### src/rtl/mem_stage_lsu_if.sv
// MEM-stage LSU bus: EX handoff, data-memory port, writeback handoff.
// slave = LSU side, master = environment (EX / memory / WB) side.
interface mem_stage_lsu_if #(
  parameter int ADDR_WIDTH = 32
);
  logic                  in_valid;
  logic                  in_ready;
  logic [ADDR_WIDTH-1:0] alu_result;
  logic [31:0]           rs2_data;
  logic                  mem_read;
  logic                  mem_write;
  logic [2:0]            funct3;
  logic                  dmem_req;
  logic                  dmem_we;
  logic [ADDR_WIDTH-1:0] dmem_addr;
  logic [31:0]           dmem_wdata;
  logic [3:0]            dmem_wstrb;
  logic                  dmem_ack;
  logic [31:0]           dmem_rdata;
  logic                  out_valid;
  logic                  out_ready;
  logic [31:0]           out_data;
  logic                  misalign;

  modport slave (
    input  in_valid, alu_result, rs2_data,
    input  mem_read, mem_write, funct3,
    input  dmem_ack, dmem_rdata, out_ready,
    output in_ready, dmem_req, dmem_we,
    output dmem_addr, dmem_wdata, dmem_wstrb,
    output out_valid, out_data, misalign
  );

  modport master (
    output in_valid, alu_result, rs2_data,
    output mem_read, mem_write, funct3,
    output dmem_ack, dmem_rdata, out_ready,
    input  in_ready, dmem_req, dmem_we,
    input  dmem_addr, dmem_wdata, dmem_wstrb,
    input  out_valid, out_data, misalign
  );
endinterface

### src/rtl/mem_stage_lsu.sv
// MEM-stage load/store unit: one outstanding dmem request, formatted
// load data or ALU pass-through to WB over valid/ready.
// Ports: clk, rst (sync, active high), bus (mem_stage_lsu_if.slave).
// Option: MISALIGN_TRAP_EN traps misaligned half/word accesses.
module mem_stage_lsu #(
  parameter int ADDR_WIDTH = 32
) (
  input logic clk,
  input logic rst,
  mem_stage_lsu_if.slave bus
);

  typedef enum logic [1:0] {
    S_IDLE,
    S_WAIT,
    S_HOLD
  } state_t;

  state_t r_state;
  state_t w_next;

  logic [ADDR_WIDTH-1:0] r_addr;
  logic [2:0]            r_f3;
  logic [1:0]            r_off;
  logic                  r_we;
  logic [31:0]           r_wdata;
  logic [3:0]            r_wstrb;
  logic [31:0]           r_out_data;
`ifdef MISALIGN_TRAP_EN
  logic                  r_misalign;
`endif

  logic        w_req;
  logic        w_mem;
  logic        w_store;
  logic        w_byte;
  logic        w_half;
  logic        w_word;
  logic        w_mis;
  logic [1:0]  w_araw;
  logic [1:0]  w_off;
  logic [31:0] w_wdata;
  logic [3:0]  w_wstrb;
  logic [31:0] w_rsh;
  logic [31:0] w_load;
  logic        w_sgn;

  // Access size: stores only honour exact SB/SH codes, loads ignore
  // the unsigned bit; everything else is a word access.
  assign w_mem   = bus.mem_read | bus.mem_write;
  assign w_store = bus.mem_write;
  assign w_byte  = w_store ? (bus.funct3 == 3'b000)
                           : (bus.funct3[1:0] == 2'b00);
  assign w_half  = w_store ? (bus.funct3 == 3'b001)
                           : (bus.funct3[1:0] == 2'b01);
  assign w_word  = ~w_byte & ~w_half;
  assign w_araw  = bus.alu_result[1:0];

  assign w_off = w_word ? 2'b00 :
                 w_half ? {w_araw[1], 1'b0} :
                 w_araw;

`ifdef MISALIGN_TRAP_EN
  assign w_mis = w_mem &
                 ((w_half & w_araw[0]) |
                  (w_word & (w_araw != 2'b00)));
`else
  assign w_mis = 1'b0;
`endif

  always_comb begin
    w_wdata = 32'h0;
    w_wstrb = 4'h0;
    if (w_store) begin
      unique case (1'b1)
        w_byte: begin
          w_wdata = {4{bus.rs2_data[7:0]}};
          w_wstrb = 4'b0001 << w_off;
        end
        w_half: begin
          w_wdata = {2{bus.rs2_data[15:0]}};
          w_wstrb = 4'b0011 << w_off;
        end
        default: begin
          w_wdata = bus.rs2_data;
          w_wstrb = 4'b1111;
        end
      endcase
    end
  end

  assign w_rsh = bus.dmem_rdata >> {r_off, 3'b000};
  assign w_sgn = ~r_f3[2];

  always_comb begin
    w_load = bus.dmem_rdata;
    unique case (1'b1)
      (r_f3[1:0] == 2'b00):
        w_load = {{24{w_sgn & w_rsh[7]}}, w_rsh[7:0]};
      (r_f3[1:0] == 2'b01):
        w_load = {{16{w_sgn & w_rsh[15]}}, w_rsh[15:0]};
      default:
        w_load = bus.dmem_rdata;
    endcase
  end

  always_ff @(posedge clk) begin
    if (rst) r_state <= S_IDLE;
    else     r_state <= w_next;
  end

  always_comb begin
    w_next = r_state;
    unique case (r_state)
      S_IDLE:
        if (bus.in_valid)
          w_next = (w_mem & ~w_mis) ? S_WAIT : S_HOLD;
      S_WAIT:
        if (bus.dmem_ack) w_next = S_HOLD;
      S_HOLD:
        if (bus.out_ready) w_next = S_IDLE;
      default:
        w_next = S_IDLE;
    endcase
  end

  always_comb begin
    w_req          = (r_state == S_WAIT);
    bus.in_ready   = (r_state == S_IDLE);
    bus.dmem_req   = w_req;
    bus.dmem_we    = w_req & r_we;
    bus.dmem_addr  = w_req ? r_addr : '0;
    bus.dmem_wdata = w_req ? r_wdata : 32'h0;
    bus.dmem_wstrb = w_req ? r_wstrb : 4'h0;
    bus.out_valid  = (r_state == S_HOLD);
    bus.out_data   = r_out_data;
`ifdef MISALIGN_TRAP_EN
    bus.misalign   = r_misalign;
`else
    bus.misalign   = 1'b0;
`endif
  end

  always_ff @(posedge clk) begin
    if (rst) begin
      r_addr     <= '0;
      r_f3       <= 3'b000;
      r_off      <= 2'b00;
      r_we       <= 1'b0;
      r_wdata    <= 32'h0;
      r_wstrb    <= 4'h0;
      r_out_data <= 32'h0;
`ifdef MISALIGN_TRAP_EN
      r_misalign <= 1'b0;
`endif
    end else begin
      unique case (r_state)
        S_IDLE: if (bus.in_valid) begin
          r_addr  <= {bus.alu_result[ADDR_WIDTH-1:2], 2'b00};
          r_f3    <= bus.funct3;
          r_off   <= w_off;
          r_we    <= w_store;
          r_wdata <= w_wdata;
          r_wstrb <= w_wstrb;
          // Pass-through and trapped ops report alu_result directly.
          if (~w_mem | w_mis)
            r_out_data <= 32'(bus.alu_result);
`ifdef MISALIGN_TRAP_EN
          r_misalign <= w_mis;
`endif
        end
        S_WAIT: if (bus.dmem_ack)
          r_out_data <= r_we ? 32'h0 : w_load;
        default: ;
      endcase
    end
  end

endmodule

### src/flat_wrapper.sv
// flat-port wrapper written by rule: the top's interface ports become plain ports
module mem_stage_lsu_flat 
#(
  parameter int ADDR_WIDTH = 32
)
  (clk, rst, bus_in_valid, bus_alu_result, bus_rs2_data, bus_mem_read, bus_mem_write, bus_funct3, bus_dmem_ack, bus_dmem_rdata, bus_out_ready, bus_in_ready, bus_dmem_req, bus_dmem_we, bus_dmem_addr, bus_dmem_wdata, bus_dmem_wstrb, bus_out_valid, bus_out_data, bus_misalign);
  mem_stage_lsu_if #(.ADDR_WIDTH(ADDR_WIDTH)) bus_i ();
  input logic clk;
  input logic rst;
  input wire logic [$bits(bus_i.in_valid)-1:0] bus_in_valid;
  input wire logic [$bits(bus_i.alu_result)-1:0] bus_alu_result;
  input wire logic [$bits(bus_i.rs2_data)-1:0] bus_rs2_data;
  input wire logic [$bits(bus_i.mem_read)-1:0] bus_mem_read;
  input wire logic [$bits(bus_i.mem_write)-1:0] bus_mem_write;
  input wire logic [$bits(bus_i.funct3)-1:0] bus_funct3;
  input wire logic [$bits(bus_i.dmem_ack)-1:0] bus_dmem_ack;
  input wire logic [$bits(bus_i.dmem_rdata)-1:0] bus_dmem_rdata;
  input wire logic [$bits(bus_i.out_ready)-1:0] bus_out_ready;
  output wire logic [$bits(bus_i.in_ready)-1:0] bus_in_ready;
  output wire logic [$bits(bus_i.dmem_req)-1:0] bus_dmem_req;
  output wire logic [$bits(bus_i.dmem_we)-1:0] bus_dmem_we;
  output wire logic [$bits(bus_i.dmem_addr)-1:0] bus_dmem_addr;
  output wire logic [$bits(bus_i.dmem_wdata)-1:0] bus_dmem_wdata;
  output wire logic [$bits(bus_i.dmem_wstrb)-1:0] bus_dmem_wstrb;
  output wire logic [$bits(bus_i.out_valid)-1:0] bus_out_valid;
  output wire logic [$bits(bus_i.out_data)-1:0] bus_out_data;
  output wire logic [$bits(bus_i.misalign)-1:0] bus_misalign;
  assign bus_i.in_valid = bus_in_valid;
  assign bus_i.alu_result = bus_alu_result;
  assign bus_i.rs2_data = bus_rs2_data;
  assign bus_i.mem_read = bus_mem_read;
  assign bus_i.mem_write = bus_mem_write;
  assign bus_i.funct3 = bus_funct3;
  assign bus_i.dmem_ack = bus_dmem_ack;
  assign bus_i.dmem_rdata = bus_dmem_rdata;
  assign bus_i.out_ready = bus_out_ready;
  assign bus_in_ready = bus_i.in_ready;
  assign bus_dmem_req = bus_i.dmem_req;
  assign bus_dmem_we = bus_i.dmem_we;
  assign bus_dmem_addr = bus_i.dmem_addr;
  assign bus_dmem_wdata = bus_i.dmem_wdata;
  assign bus_dmem_wstrb = bus_i.dmem_wstrb;
  assign bus_out_valid = bus_i.out_valid;
  assign bus_out_data = bus_i.out_data;
  assign bus_misalign = bus_i.misalign;
  mem_stage_lsu #(.ADDR_WIDTH(ADDR_WIDTH)) u_core (.clk(clk), .rst(rst), .bus(bus_i));
endmodule
### config.mk
export PLATFORM = sky130hd
export DESIGN_NAME = mem_stage_lsu_flat
export DESIGN_NICKNAME = d
export VERILOG_FILES = /design/src/rtl/mem_stage_lsu_if.sv /design/src/rtl/mem_stage_lsu.sv /design/src/flat_wrapper.sv
export SDC_FILE = /design/constraint.sdc
export NUM_CORES = 1
export LEC_CHECK = 0
export CAP_MARGIN = 25
export CORE_ASPECT_RATIO = 1.5
export CORE_MARGIN = 2
export CORE_UTILIZATION = 45
export DETAILED_ROUTE_END_ITERATION = 12
export PLACE_DENSITY = 0.82
export SLEW_MARGIN = 25
export SYNTH_ARGS = -nofsm -noshare
export SYNTH_HDL_FRONTEND = slang
export SYNTH_SLANG_ARGS = --single-unit
export TNS_END_PERCENT = 100
### constraint.sdc
create_clock -name clk -period 2.1 [get_ports clk]
set_input_delay 0.21 -clock clk [delete_from_list [all_inputs] [get_ports clk]]
set_output_delay 0.21 -clock clk [all_outputs]
set_load 0.005 [all_outputs]
Word-level counts from Yosys, hierarchy flattened --
Index checks and enable logic that the tools add are counted.
Word-level totals: output and inout bits 105, input bits 106, word-level logic and storage cells 58, flip-flop bits (word level) 106
Cells by class: shifts and indexed selects 3, muxes and demuxes 22, equality and inequality tests 9, reduce and logical (&&, ||, !) cells 8, bitwise gates (word level) 8
Operators by type and width (count):
- 2-to-1 mux 32 bit | 7
- case mux 32 bit (2 select lines) | 3
- right shift 32 x 5 -> 16 bit | 1
- 2-to-1 mux 2 bit | 5
- 2-to-1 mux 4 bit | 2
- inequality test 2 bit (second input constant) | 4
- case mux 4 bit (2 select lines) | 1
- equality test 2 x 1 -> 1 bit (second input constant) | 3
- logical NOT 2 bit | 3
- case mux 2 bit (3 select lines) | 1
- AND 1 bit | 4
- AND reduction 4 bit | 1
- << shifter 1 x 2 -> 4 bit (first input constant) | 1
- << shifter 2 x 2 -> 4 bit (first input constant) | 1
- equality test 3 x 1 -> 1 bit (second input constant) | 1
- logical NOT 3 bit | 1
- 2-to-1 mux 1 bit | 3
- NOT 1 bit | 3
- AND reduction 3 bit | 1
- equality test 2 bit (second input constant) | 1
- AND reduction 2 bit | 1
- nonzero test 2 bit | 1
- OR 1 bit | 1

Longest topological paths before layout --
Gate-level depths: netlist of run 1.
word-level depth 8, depth in mapped cells 7, depth with buffers taken out 4

Worst setup path before layout of run 1 --
Ideal clock, no wire load.
path kind register to register, start register u_core.r_off[1], end register u_core.r_out_data[18], in the netlist u_core.bus.out_data[18], clock period less this slack 1.737 ns, cell stages (with the launch flop) 7, required time 2.012 ns, library setup time 0.088 ns, arrival 1.649 ns, path buffers 3, setup slack 0.363 ns, cells stage by stage dfxtp_1 > clkbuf_1 > mux4_2 > nand2b_4 > buf_6 > buf_12 > a311oi_2
On the way: cells in the longest elaborated chain, start to end 6, elaborated cells on any way between the ends 7, classes of those cells shift (1); mux (4); bitwise (2)
Ends and longest elaborated chain:
- start, declared | RTL line mem_stage_lsu.sv:24 | logic [1:0] r_off;
- start signal, assigned | RTL line mem_stage_lsu.sv:161 | r_off <= w_off;
- right shift 32 x 5 -> 16 bit (*) | RTL line mem_stage_lsu.sv:92 | assign w_rsh = bus.dmem_rdata >> {r_off, 3'b000};
- AND 1 bit, on equally long branches | RTL line mem_stage_lsu.sv:101, mem_stage_lsu.sv:99
- case mux 32 bit (2 select lines) (*) | RTL line mem_stage_lsu.sv:97 | unique case (1'b1)
- 2-to-1 mux 32 bit (*) | RTL line mem_stage_lsu.sv:173 | r_out_data <= r_we ? 32'h0 : w_load;
- 2-to-1 mux 32 bit (*) | RTL line mem_stage_lsu.sv:172 | S_WAIT: if (bus.dmem_ack)
- case mux 32 bit (2 select lines) (*) | RTL line mem_stage_lsu.sv:157 | unique case (r_state)
- end signal, assigned | RTL line mem_stage_lsu.sv:167 | r_out_data <= 32'(bus.alu_result);
- end signal, assigned | RTL line mem_stage_lsu.sv:173
- end, declared | RTL line mem_stage_lsu.sv:28 | logic [31:0] r_out_data;
Mark *: on every way between the ends. The rest lies on a longest branch, timed or not. The select of a mux whose other input is x is not followed. A chain may end at the register's enable or synchronous reset.

Worst setup path after layout of run 1 --
start register u_core.r_state[1], end output port bus_dmem_addr[31]
On the way: cells in the longest elaborated chain, start to end 2
Ends and longest elaborated chain:
- start, declared | RTL line mem_stage_lsu.sv:19 | state_t r_state;
- start signal, assigned | RTL line mem_stage_lsu.sv:109 | else r_state <= w_next;
- equality test 2 x 1 -> 1 bit | RTL line mem_stage_lsu.sv:128 | w_req = (r_state == S_WAIT);
- 2-to-1 mux 32 bit | RTL line mem_stage_lsu.sv:132 | bus.dmem_addr = w_req ? r_addr : '0;
- end, declared | RTL line flat_wrapper.sv:22 | output wire logic [$bits(bus_i.dmem_addr)-1:0] bus_dmem_addr;
No other way between the ends.

==> results.md, run 1 <==
- WP data required: 1.89 ns
- Worst VDD drop: 0.000394 V
- Switch Pwr: 1420 µW
- Final setup viols: 0
- RSZ-0062 raised after global routing: false
- # IOs: 211
- Post-synth EDFFs: 0
- Reg-to-reg setup timing slack: 0.13 ns
- Gr usage total: 0.286
- Gate power share: 0.232
- Routed vias/inst: 5.76
- Core Area: 12,000 µm²
- Routed WL: 19,400 µm
- R2R depth: 5
- Sequential area share after synthesis: 0.381
- R2R Path End: u_core.bus.out_data[6]
- Max clock buf depth: 2
- Total of max-cap violations: 0
- Final Max Slew Viols: 0
- Yosys reg bits: 106
- Remaining Overflow, GRT: 0
- Post-placement cell count: 1,001
- Total clock sinks: 106
- Yosys top cell by area: dfxtp_1
- Worst skew pair latency: 0.35 ns
- Pin count of the biggest net entering global routing: 55
- Starting Density: 0.464
- Top cells by area, synth: dfxtp_1 (38%), and2_1 (7.7%), nand2_1 (6.5%)
- Hold Crit Endpoint: u_core.r_wstrb[1]
- CTS tree: yes
- Crit path DAT: 1.81 ns
- F_max: 496 MHz
- Clock tree root driver cell: clkbuf_16
- Status: completed
- Synth top area share: 0.381
- Cells after synthesis: 677
- Top_reg_cell synth: dfxtp_1
- CP Launch Type: flip-flop
- Mapped Area: 5570 µm²
- HP Class: in2reg
- Tmin final: 2.02 ns
- Worst min-delay path startpoint: rst
- Final period util: 0.960
- # Post-CTS Setup Buffers: 0
- First-pass GRT wire length: 29,800 µm
- Yosys warning count: 0
- Die Width: 94.9 µm
- Fin cells: 1,016
- Rows: 49
- Sw Share: 0.274
- DRT Pass-1 Iters: 6
- Syn_area_per_cell: 8.23 µm²
- Num CTS Buffers: 9
- Placer Congestion: 0.925
- Detail Route Antenna Nets: 0
- Endpoint class of the critical path: primary output
- Crit path max fanout: 48
- Drt wl/cell: 19.1 µm
- Clock skew: 0.00853 ns
- Die H: 140 µm
- Vias in the first global route: 5,799
- Antenna Cells: 0
- Yosys cell types: 44
- Sequential Power Share: 0.432
- Die area: 13,300 µm²
- Pwr dens: 632 nW/µm²
- Total number of vias: 5,850
- H-Tree Depth: 3
- Fin nets: 965
- Final HPWL DP: 14,500 µm
- DR DRC count: 0
- Fin. Hold Viols: 0
- P_int: 3750 µW
- Async S/R FF share, synth: 0
- DRT iter0 DRCs: 442
- Clk pin slew, worst setup/hold paths: 0.07 ns
- Clk pwr share: 0.337
- I/O Buffers: 207
- WHS: 0.287 ns
- P&R area growth vs syn: 46.8%
- Initial antenna violation count: 0
- Share of layout cells above drive strength 1: 0.107
- Critical path type: reg2out
- Leak Pwr: 0.00297 µW
- Final core occ: 0.681
- FF-to-FF Start: u_core.r_off[0]
- Hold path depth: 2
## state kept, by name, summed over array words and instances, names as in the netlist
register,count
u_core.r_addr,30
u_core.r_wstrb,4
u_core.r_state,2
u_core.bus.out_data,32
u_core.r_we,1
u_core.r_off,2
u_core.r_wdata,32
u_core.r_f3,3
## worst max path at each step
stage | start | endpoint | slack (ns) | cells after the start
after global placement | bus_mem_write | u_core.bus.out_data[10] | 0.02 | 6
after CTS | u_core.r_state[0] | bus_dmem_addr[31] | 0.05 | 4
after global routing | u_core.r_state[1] | bus_dmem_wdata[3] | 0.02 | 4
final | u_core.r_state[1] | bus_dmem_addr[31] | 0.08 | 4
after detailed placement | bus_mem_write | u_core.bus.out_data[8] | -0.03 | 6
after floorplan | u_core.r_off[1] | u_core.bus.out_data[18] | 0.36 | 6
## power groups by stage
stage	logic, µW	clock network (µW)	registers (µW)
after detailed placement	1190	0	2270
after global routing	1290	1840	2240
after floorplan	584	0	2250
after CTS	1190	1750	2230
final	1200	1740	2230
after global placement	1160	0	2270
## cells in the mapped netlist, drive strengths merged (2+ instances only)
cell type and count:
a21oi 73, nand3 11, inv 5, a21boi 2, nand2 97, buf 23
o221ai 7, a221o 7, nor2 57, a31oi 2, clkbuf 43, dfxtp 106
nor2b 21, o22ai 2, mux2i 19, mux2 24, a22oi 19, o21ai 4
a311oi 31, and2 69, a2bb2oi 7, nand2b 19, o211ai 16
## layer usage
layer	global-route usage	up-vias	wire [µm]
met5	0	-	0
met4	0.159	0	1050
met3	0.0592	63	1470
met2	0.508	317	9860
met1	0.309	2754	6980
li1	-	2716	-
## what timing repair did
item / CTS / global route
endpoints found under the setup margin: 17 / 23
hold buffers: 0 / 0
gates resized for setup: 2 / 5
## per-stage QoR
stage / cell area [µm²] / TNS, ns / setup WS [ns] / power, µW
final: 8180 / 0 / 0.0835 / 5170
after global routing: 8180 / 0 / 0.0155 / 5370
after CTS: 8170 / 0 / 0.0481 / 5170
after detailed placement: 7860 / -0.201 / -0.0271 / 3460
after global placement: 7860 / 0 / 0.0206 / 3420
after floorplan: 5580 / 0 / 0.363 / 2840
## logic make-up (layout without fill, tap and decap cells)
logic type | Yosys count | after routing | share of synthesized area
compound gates | 174 | 174 | 0.226
buf+inv | 72 | 256 | 0.0604
flops | 106 | 106 | 0.381
mux | 44 | 44 | 0.0867
other cells | 1 | 3 | 0.000673
simple gates | 280 | 280 | 0.245
## placed cells by master (no fill, tap or decap), types with 2 or more instances in the layout
master / Yosys / final
conb_1: 1 / 3
nor2b_1: 21 / 20
o221ai_1: 7 / 7
nand2b_1: 18 / 18
clkbuf_16: 0 / 9
a311oi_1: 21 / 21
and2_1: 69 / 68
nor2_1: 57 / 57
a311oi_2: 10 / 10
buf_12: 1 / 7
a21oi_1: 72 / 71
clkbuf_8: 0 / 2
a22oi_1: 19 / 19
o22ai_1: 2 / 2
a2bb2oi_1: 7 / 7
a221o_1: 7 / 7
a31oi_1: 2 / 2
dfxtp_1: 106 / 104
mux2_2: 24 / 24
inv_1: 5 / 5
o211ai_1: 16 / 16
clkdlybuf4s50_1: 0 / 204
o21ai_0: 4 / 4
nand3_1: 11 / 11
mux2i_1: 19 / 19
nand2_1: 97 / 96
buf_4: 6 / 22
dlymetal6s2s_1: 0 / 2
## critical path, stage by stage (launching register included)
cell	delay (ns)
dfxtp_2	0.39
nor2b_4	0.17
buf_12	0.20
and2_1	0.18
clkdlybuf4s50_1	0.51
## area by class of cell
cell class | count | area, µm²
inverters | 6 | 22.5
clock inverters | 4 | 51.3
well taps | 153 | 191
flip-flops and latches | 106 | 2130
multi-input cells | 501 | 3170
clock buffers | 11 | 253
repair buffers | 235 | 2370
fillers | 975 | 3830
(Power assumes the default switching activity.)
==> run 2, diff against run 1 <==
--- a/config.mk
+++ b/config.mk
@@ -6,11 +6,13 @@
 export NUM_CORES = 1
 export LEC_CHECK = 0
 export CAP_MARGIN = 25
+export CELL_PAD_IN_SITES_DETAIL_PLACEMENT = 1
+export CELL_PAD_IN_SITES_GLOBAL_PLACEMENT = 2
 export CORE_ASPECT_RATIO = 1.5
 export CORE_MARGIN = 2
-export CORE_UTILIZATION = 45
+export CORE_UTILIZATION = 25
 export DETAILED_ROUTE_END_ITERATION = 12
-export PLACE_DENSITY = 0.82
+export PLACE_DENSITY_LB_ADDON = 0.1
 export SLEW_MARGIN = 25
 export SYNTH_ARGS = -nofsm -noshare
 export SYNTH_HDL_FRONTEND = slang
==> results.md, run 2 (same netlist as run 1, synthesis figures left out) <==
- Total of max-cap violations: 0
- Starting Density: 0.256
- DRT Pass-1 Iters: 4
- Antenna Cells: 0
- I/O Buffers: 207
- Rows: 66
- Tmin final: 2.03 ns
- CP peak stage delay: 0.56 ns
- DR DRC count: 0
- Total clock sinks: 106
- Final setup viols: 0
- Drt wl/cell: 20.4 µm
- Pin count of the biggest net entering global routing: 43
- Reg-to-reg setup timing slack: 0.07 ns
- Crit path DAT: 2.24 ns
- Pwr dens: 618 nW/µm²
- Clock tree root driver cell: clkbuf_16
- Max clock buf depth: 2
- Fin nets: 976
- Critical path type: reg2reg
- CTS tree: yes
- Gr usage total: 0.196
- Endpoint class of the critical path: flip-flop
- F_max: 493 MHz
- P&R area growth vs syn: 52.2%
- Detail Route Antenna Nets: 0
- Worst-Margin Slew: 0.631 ns
- HP Class: in2reg
- Core Area: 21,800 µm²
- Final Max Slew Viols: 0
- H-Tree Depth: 3
- First-pass GRT wire length: 36,000 µm
- # IOs: 211
- Fin. Hold Viols: 0
- Final core occ: 0.389
- Die Width: 126 µm
- Initial antenna violation count: 0
- Commonest non-fill, non-tap cells in the layout: clkdlybuf4s50_1 (188), dfxtp_1 (104), nand2_1 (96)
- Clock skew: 0.00943 ns
- DRT iter0 DRCs: 267
- Worst skew pair latency: 0.36 ns
- Status: completed
- Die area: 23,500 µm²
- Fill cells: 2,564
- Slew HR: 0.578
- Finished Cell Area: 8480 µm²
- Worst VDD drop: 0.000367 V
- Post-Place Cell Area: 8030 µm²
- Placer Congestion: 0.856
- WP data required: 2.31 ns
- CP Launch Type: flip-flop
- Die H: 187 µm
- Hold Buf Count CTS: 0
- Critical Path, Cell by Cell: buf_4, or4b_4, a21oi_4, buf_6, mux2i_1, o22ai_1
- Overall Power: 5240 µW
- Final HPWL DP: 17,600 µm
- Total number of vias: 5,718
- Crit path max fanout: 9
- Leak Pwr: 0.00327 µW
- Remaining Overflow, GRT: 0
- CP max stage cell: or4b_4
- Leading cell type in the layout, fill and taps excluded: clkdlybuf4s50_1
- Routed WL: 23,400 µm
- Routed vias/inst: 4.99
- Vias in the first global route: 6,263
- Clk pin slew, worst setup/hold paths: 0.07 ns
- Share of layout cells above drive strength 1: 0.118
- Final period util: 0.967
- Num CTS Buffers: 9
==> run 2: area by class of cell <==
type                    instances  area, µm²  area share
clock buffers                  10        229      0.0270
clock inverters                 4       53.8     0.00634
multi-input cells             501       3170       0.374
flip-flops and latches        106       2130       0.251
inverters                       6       22.5     0.00265
well taps                     272        340      0.0401
repair buffers                246       2540       0.299
==> run 2: critical path, delay by kind of cell (launching register included) <==
kind / cells / cell delay, ns
simple gates: 1 / 0.56
compound gates: 2 / 0.43
buf+inv: 2 / 0.35
flops: 1 / 0.34
mux: 1 / 0.21
==> run 2: metrics by stage <==
stage	TNS [ns]	worst slack, ns	hold slack (ns)	instances
finish	0	0.0701	0.298	1145
global route	-0.00337	-0.00185	0.323	1145
CTS	0	0.000468	0.284	1142
detailed placement	-2.24	-0.156	0.444	1124
global placement	-0.478	-0.0687	0.437	1124
floorplan	0	0.363	0.346	679
==> run 2: path summary, 6_finish.rpt <==
path,start,to,depth (start not counted)
setup / recovery,u_core.r_state[0],u_core.bus.out_data[15],6
hold / removal,rst,u_core.r_addr[4],2
setup reg to reg,u_core.r_state[0],u_core.bus.out_data[15],6
hold reg to reg,u_core.r_addr[17],u_core.r_addr[17],2
==> run 2: where the power goes <==
group / leakage, µW / internal (µW) / switching (µW)
registers: 0.000869 / 2150 / 81.2
logic: 0.00227 / 653 / 619
clock network: 0.000131 / 920 / 826
total: 0.00327 / 3720 / 1530
==> run 2: routing by layer <==
layer,vias to the layer above,track usage,part of all wire
li1,2739,-,-
met1,2759,0.205,0.37
met2,172,0.365,0.53
met3,48,0.0432,0.048
met4,0,0.0917,0.045
met5,-,0,0
==> run 2: repair_timing <==
item	CTS	global route
pin swaps	0	1
endpoints found under the setup margin	78	85
gates resized for setup	9	24
buffers inserted	3	3
cloned	1	1
